### src/rtl/cpu_trace_buffer_if.sv
// cpu_trace_buffer_if: capture-side and drain-side signals of the CPU trace buffer.
// master = the environment (CPU tap plus consumer); slave = the trace buffer itself.
interface cpu_trace_buffer_if #(
    parameter int unsigned P_DEPTH  = 16,
    parameter int unsigned P_DROP_W = 8
);
    localparam int unsigned CW = $clog2(P_DEPTH) + 1;

    logic                i_en;
    logic [31:0]         i_cpu_data;
    logic [7:0]          i_cpu_state;
    logic                i_ready;
    logic                i_clr_ovf;
    logic                o_valid;
    logic [31:0]         o_data;
    logic [CW-1:0]       o_count;
    logic                o_overflow;
    logic [P_DROP_W-1:0] o_drop_cnt;

    modport master (
        output i_en, i_cpu_data, i_cpu_state, i_ready, i_clr_ovf,
        input  o_valid, o_data, o_count, o_overflow, o_drop_cnt
    );

    modport slave (
        input  i_en, i_cpu_data, i_cpu_state, i_ready, i_clr_ovf,
        output o_valid, o_data, o_count, o_overflow, o_drop_cnt
    );
endinterface

### src/rtl/cpu_trace_buffer.sv
// cpu_trace_buffer: captures the CPU data word on entry into the result-valid state
// into a show-ahead FIFO, drained by a valid/ready consumer, with sticky overflow
// and a saturating dropped-capture counter.
// Optional feature: define CPU_TRACE_DEDUP_EN to suppress captures whose data
// equals the most recently pushed word.
// P_DEPTH must be a power of two and at least 2.
module cpu_trace_buffer #(
    parameter int unsigned P_DEPTH     = 16,
    parameter logic [7:0]  P_CAP_STATE = 8'h04,
    parameter int unsigned P_DROP_W    = 8
) (
    input logic               i_clk,
    input logic               i_rst,
    cpu_trace_buffer_if.slave bus
);
    localparam int unsigned   AW       = $clog2(P_DEPTH);
    localparam int unsigned   CW       = AW + 1;
    localparam logic [CW-1:0] FULL_CNT = CW'(P_DEPTH);

    logic [31:0]         mem_q [P_DEPTH];
    logic [AW-1:0]       wr_ptr_q, wr_ptr_d;
    logic [AW-1:0]       rd_ptr_q, rd_ptr_d;
    logic [CW-1:0]       count_q, count_d;
    logic                prev_match_q, prev_match_d;
    logic                overflow_q, overflow_d;
    logic [P_DROP_W-1:0] drop_cnt_q, drop_cnt_d;
    logic [P_DROP_W-1:0] drop_base;

    logic match, dup, cap, pop, full, push, drop;

`ifdef CPU_TRACE_DEDUP_EN
    logic [31:0] last_word_q, last_word_d;
    logic        last_vld_q, last_vld_d;
`endif

    // Capture qualification, push/pop/drop decisions and next-state values.
    // NOTE: every signal gets a default first so no path leaves it unassigned (no latch).
    always_comb begin
        match        = (bus.i_cpu_state == P_CAP_STATE);
        prev_match_d = match;
        dup          = 1'b0;
`ifdef CPU_TRACE_DEDUP_EN
        dup          = last_vld_q && (bus.i_cpu_data == last_word_q);
`endif
        cap  = bus.i_en && match && !prev_match_q && !dup;
        full = (count_q == FULL_CNT);
        pop  = (count_q != '0) && bus.i_ready;
        // A pop on the same edge frees the slot the push needs.
        push = cap && (!full || pop);
        drop = cap && full && !pop;

        wr_ptr_d = push ? wr_ptr_q + AW'(1) : wr_ptr_q;
        rd_ptr_d = pop  ? rd_ptr_q + AW'(1) : rd_ptr_q;

        count_d = count_q;
        if (push && !pop) begin
            count_d = count_q + CW'(1);
        end else if (pop && !push) begin
            count_d = count_q - CW'(1);
        end

        // Clear first, then let a drop on the same edge count on top of it.
        overflow_d = bus.i_clr_ovf ? 1'b0 : overflow_q;
        drop_base  = bus.i_clr_ovf ? '0 : drop_cnt_q;
        drop_cnt_d = drop_base;
        if (drop) begin
            overflow_d = 1'b1;
            if (drop_base != '1) begin
                drop_cnt_d = drop_base + P_DROP_W'(1);
            end
        end

`ifdef CPU_TRACE_DEDUP_EN
        last_word_d = push ? bus.i_cpu_data : last_word_q;
        last_vld_d  = push ? 1'b1 : last_vld_q;
`endif
    end

    // Control state: pointers, occupancy, entry detector and overflow accounting.
    // NOTE: sequential state uses non-blocking assignments so all flops update together.
    always_ff @(posedge i_clk or posedge i_rst) begin
        if (i_rst) begin
            wr_ptr_q     <= '0;
            rd_ptr_q     <= '0;
            count_q      <= '0;
            prev_match_q <= 1'b0;
            overflow_q   <= 1'b0;
            drop_cnt_q   <= '0;
        end else begin
            wr_ptr_q     <= wr_ptr_d;
            rd_ptr_q     <= rd_ptr_d;
            count_q      <= count_d;
            prev_match_q <= prev_match_d;
            overflow_q   <= overflow_d;
            drop_cnt_q   <= drop_cnt_d;
        end
    end

`ifdef CPU_TRACE_DEDUP_EN
    // Most recently pushed word, used to suppress repeated captures.
    always_ff @(posedge i_clk or posedge i_rst) begin
        if (i_rst) begin
            last_word_q <= '0;
            last_vld_q  <= 1'b0;
        end else begin
            last_word_q <= last_word_d;
            last_vld_q  <= last_vld_d;
        end
    end
`endif

    // FIFO storage written on accepted pushes.
    // NOTE: the array has no reset; entries are only read once count says they were written.
    always_ff @(posedge i_clk) begin
        if (push) begin
            mem_q[wr_ptr_q] <= bus.i_cpu_data;
        end
    end

    assign bus.o_valid    = (count_q != '0);
    assign bus.o_data     = mem_q[rd_ptr_q];
    assign bus.o_count    = count_q;
    assign bus.o_overflow = overflow_q;
    assign bus.o_drop_cnt = drop_cnt_q;
endmodule

### src/flat_wrapper.sv
// flat-port wrapper written by rule: the top's interface ports become plain ports
module cpu_trace_buffer_flat 
#(
    parameter int unsigned P_DEPTH     = 16,
    parameter logic [7:0]  P_CAP_STATE = 8'h04,
    parameter int unsigned P_DROP_W    = 8
)
  (i_clk, i_rst, bus_i_en, bus_i_cpu_data, bus_i_cpu_state, bus_i_ready, bus_i_clr_ovf, bus_o_valid, bus_o_data, bus_o_count, bus_o_overflow, bus_o_drop_cnt);
  cpu_trace_buffer_if #(.P_DEPTH(P_DEPTH), .P_DROP_W(P_DROP_W)) bus_i ();
  input logic i_clk;
  input logic i_rst;
  input wire logic [$bits(bus_i.i_en)-1:0] bus_i_en;
  input wire logic [$bits(bus_i.i_cpu_data)-1:0] bus_i_cpu_data;
  input wire logic [$bits(bus_i.i_cpu_state)-1:0] bus_i_cpu_state;
  input wire logic [$bits(bus_i.i_ready)-1:0] bus_i_ready;
  input wire logic [$bits(bus_i.i_clr_ovf)-1:0] bus_i_clr_ovf;
  output wire logic [$bits(bus_i.o_valid)-1:0] bus_o_valid;
  output wire logic [$bits(bus_i.o_data)-1:0] bus_o_data;
  output wire logic [$bits(bus_i.o_count)-1:0] bus_o_count;
  output wire logic [$bits(bus_i.o_overflow)-1:0] bus_o_overflow;
  output wire logic [$bits(bus_i.o_drop_cnt)-1:0] bus_o_drop_cnt;
  assign bus_i.i_en = bus_i_en;
  assign bus_i.i_cpu_data = bus_i_cpu_data;
  assign bus_i.i_cpu_state = bus_i_cpu_state;
  assign bus_i.i_ready = bus_i_ready;
  assign bus_i.i_clr_ovf = bus_i_clr_ovf;
  assign bus_o_valid = bus_i.o_valid;
  assign bus_o_data = bus_i.o_data;
  assign bus_o_count = bus_i.o_count;
  assign bus_o_overflow = bus_i.o_overflow;
  assign bus_o_drop_cnt = bus_i.o_drop_cnt;
  cpu_trace_buffer #(.P_DEPTH(P_DEPTH), .P_CAP_STATE(P_CAP_STATE), .P_DROP_W(P_DROP_W)) u_core (.i_clk(i_clk), .i_rst(i_rst), .bus(bus_i));
endmodule
### config.mk
export PLATFORM = sky130hd
export DESIGN_NAME = cpu_trace_buffer_flat
export DESIGN_NICKNAME = d
export VERILOG_FILES = /design/src/rtl/cpu_trace_buffer_if.sv /design/src/rtl/cpu_trace_buffer.sv /design/src/flat_wrapper.sv
export SDC_FILE = /design/constraint.sdc
export NUM_CORES = 1
export LEC_CHECK = 0
export ABC_AREA = 0
export ABC_CLOCK_PERIOD_IN_PS = 5930
export CAP_MARGIN = 20
export CELL_PAD_IN_SITES_DETAIL_PLACEMENT = 1
export CELL_PAD_IN_SITES_GLOBAL_PLACEMENT = 1
export CORE_AREA = 2 2 246 175
export DETAILED_ROUTE_END_ITERATION = 6
export DIE_AREA = 0 0 248 177
export HOLD_SLACK_MARGIN = 0.15
export PLACE_DENSITY = 0.81
export SYNTH_ARGS = -nofsm -noshare
export SYNTH_HDL_FRONTEND = slang
export SYNTH_SLANG_ARGS = --single-unit
### constraint.sdc
create_clock -name i_clk -period 5.93 [get_ports i_clk]
set_input_delay 0.593 -clock i_clk [delete_from_list [all_inputs] [get_ports i_clk]]
set_output_delay 0.593 -clock i_clk [all_outputs]
set_load 0.01 [all_outputs]
==> results.ini <==
[yosys]
synth-async-reset-ratio=0.0430
synth.cell_area_um2=20600
synth_area_per_cell_um2=21.8
yosys-top-cells-area=edfxtp_1 75%, mux4_2 14%, dfrtp_1 2.8%, a22oi_1 2.3%, nand2_1 0.82%
synthesis.nets=1002
synth_edf_count=512
yosysSeqAreaShare=0.774
yosysUniqueCellTypes=49
postSynthCellCount=946
synth_ff_type=edfxtp_1
yosys.area.top_type=edfxtp_1
yosysWarnings=0
netlist.area_leader.share=0.746
ys_seq_elements=535

[clocking]
numCtsBuffers=51
clk_pin_slew_ps=60
cts_resized=0
cts-root-buf=clkbuf_16
clkSinkCount=535
cts_setup_buffers=0
cts_tree=built
clockBufferDepth=3
worst_skew_pair.late_latency_ps=590
cts_hold_buf=0
htreeDepth=2

[timing]
fin_crit_ps=4000
finalHoldViolCount=0
slew_viol_final=0
rsz0062_at_grt=false
tightest_slew_ps=1120
maxSlewHeadroom=0.254
period_share=0.675
fmax_mhz=250
finalSetupViolations=0
fin_skew_ps=21.7
fin_tns_setup_ps=0

[setup_path]
endpoint_kind=primary output
arrival_ps=3410
critPathKind=flip-flop to primary output
startpoint_type=flip-flop
crit_required_ps=5340
crit_fanout=38

[flow_run]
maxCapViolCount=0

[final_layout]
final.fill_count=3481
layout.nets=1118
finalInstanceArea_um2=24000
synthToLayoutAreaGrowth_pct=16.3
drive_gt1_frac=0.227

[drt]
wire_per_inst_um=28.8
vias=9988
via_per_inst=6.04
drt_iter0_markers=876
wirelength_um=47500
dr.pass1.iters=5
antenna_left=0
drc_errors=0

[place]
gp_congestion=0.791
placed_cell_area_um2=22300
port_buffers=91
dp_hpwl_um=25400

[global_routing]
grtUsageTotal=0.223
antenna_found_initial=2
grt_max_degree=73
grt_pass1_vias=10800
gr-total-overflow=0
grt_pass1_wl_um=70800

[floorplan]
coreArea_um2=41700
start_util=0.494
die_area_um2=43900
rows=63
fp.dieH_um=177
num_io_pins=92
die_w_um=248

[pwr]
cellPowerDensity_nw_per_um2=428
max-vdd-ir-drop_uv=272
p_leak_nw=7.57

[hold_path]
hold_path_class=input pin to asynchronous set/reset pin

[run_status]
status=complete, no violations

[area by class of cell]
type / instances / area [um2] / share of cell area
Inverter: 9 / 33.8 / 0.00141
Antenna cell: 2 / 5.00 / 0.000209
Timing Repair Buffer: 115 / 1230 / 0.0514
Sequential cell: 535 / 16000 / 0.666
Multi-Input combinational cell: 350 / 4520 / 0.189
Tap cell: 552 / 691 / 0.0288
Clock buffer: 65 / 1350 / 0.0563
Clock inverter: 25 / 176 / 0.00736
[placed cells by master, fill, tap and decap left out, drive strengths merged, types with 3 or more instances in the layout]
cell type	n
a21oi	5
nor3	12
edfxtp	512
nand3b	3
nor2	7
a22oi	64
nor2b	7
nor4	3
xor2	3
buf	24
nor4b	5
and3	4
dfrtp	23
ha	10
clkdlybuf4s50	91
mux2	6
clkbuf	65
o21ai	3
xnor2	7
mux4	128
clkinv	21
nand2	45
nand4	3
inv	10
nand3	9
[power breakdown]
| part | leakage, nW | switching (mW) | total (mW) | internal [mW] |
|---|---|---|---|---|
| clock | 0.744 | 1.36 | 3.05 | 1.69 |
| sequential | 4.90 | 0.144 | 4.32 | 4.17 |
| combinational | 1.93 | 1.38 | 2.88 | 1.51 |
[critical path, cell delays in order, from the launching register on]
cell and delay [ps]:
dfrtp_4 800, buf_4 590, mux4_2 410, a22oi_1 340, nand2_1 120, clkdlybuf4s50_1 500
[worst paths after layout]
| path | cells past startpoint | endpoint | startpoint | slack (ps) |
|---|---|---|---|---|
| worst max-delay path | 5 | bus_o_data[16] | u_core.rd_ptr_q[1] | 1930 |
| worst min-delay path | 2 | u_core.bus.o_drop_cnt[0] | i_rst | 520 |
| worst max register to register | 11 | u_core.bus.o_count[4] | u_core.bus.o_count[0] | 2160 |
| worst min register to register | 2 | u_core.bus.o_overflow | u_core.bus.o_overflow | 520 |
| max in group asynchronous | 2 | u_core.rd_ptr_q[1] | i_rst | 4740 |
| min in group i_clk | 2 | u_core.bus.o_overflow | u_core.bus.o_overflow | 520 |
[flip-flops by register name (all words and copies together) (netlist names)]
| name | cells |
|---|---|
| u_core.mem_q | 512 |
| u_core.bus.o_drop_cnt | 8 |
| u_core.bus.o_count | 5 |
| u_core.rd_ptr_q | 4 |
| u_core.wr_ptr_q | 4 |
| u_core.bus.o_overflow | 1 |
| u_core.prev_match_q | 1 |
[cell families (layout without fill, tap and decap cells)]
logic type,after synthesis,count (layout),synth area share
other,0,2,0
muxes,135,135,0.144
buffers and inverters,61,214,0.0120
and+or+nand+nor,111,111,0.0290
DFF,535,535,0.774
adders and majority gates,11,11,0.00704
xor gates and xnor gates,10,10,0.00425
AOI/OAI and AO/OA,83,83,0.0299
[cells in the mapped netlist (all sizes together), types with 2 or more instances]
master  number
a21oi        5
o21ai        3
nand3        9
or4          2
mux2         6
clkbuf      35
nand2b       2
nor2b        7
buf         17
inv          9
nand4        3
nor3b        2
and2         2
nand3b       3
xnor2        7
mux4       128
nor3        12
a21o         2
a22oi       64
xor2         3
nor2         7
nor4         3
nor4b        5
nand4b       2
and3         4
edfxtp     512
nand2       45
ha          10
dfrtp       23
[through the flow]
stage	setup WS [ps]	util	total power, mW	instances	hold slack [ps]
after CTS	1870	0.572	10.3	1647	530
after floorplan	569	-	6.15	946	493
final	1930	0.575	10.3	1653	515
after global routing	1800	0.575	10.7	1651	582
after detailed placement	1560	0.536	7.27	1557	520
after global placement	1760	0.536	7.20	1557	508
[layer usage]
metal / global-route usage / vias up / routed length [um]
met5: 0 / - / 0
met4: 0.0529 / 0 / 838
met3: 0.0338 / 62 / 2680
met2: 0.366 / 330 / 23500
met1: 0.319 / 5376 / 20500
li1: - / 4220 / -
Note: power is estimated with default switching activity, not from simulation.
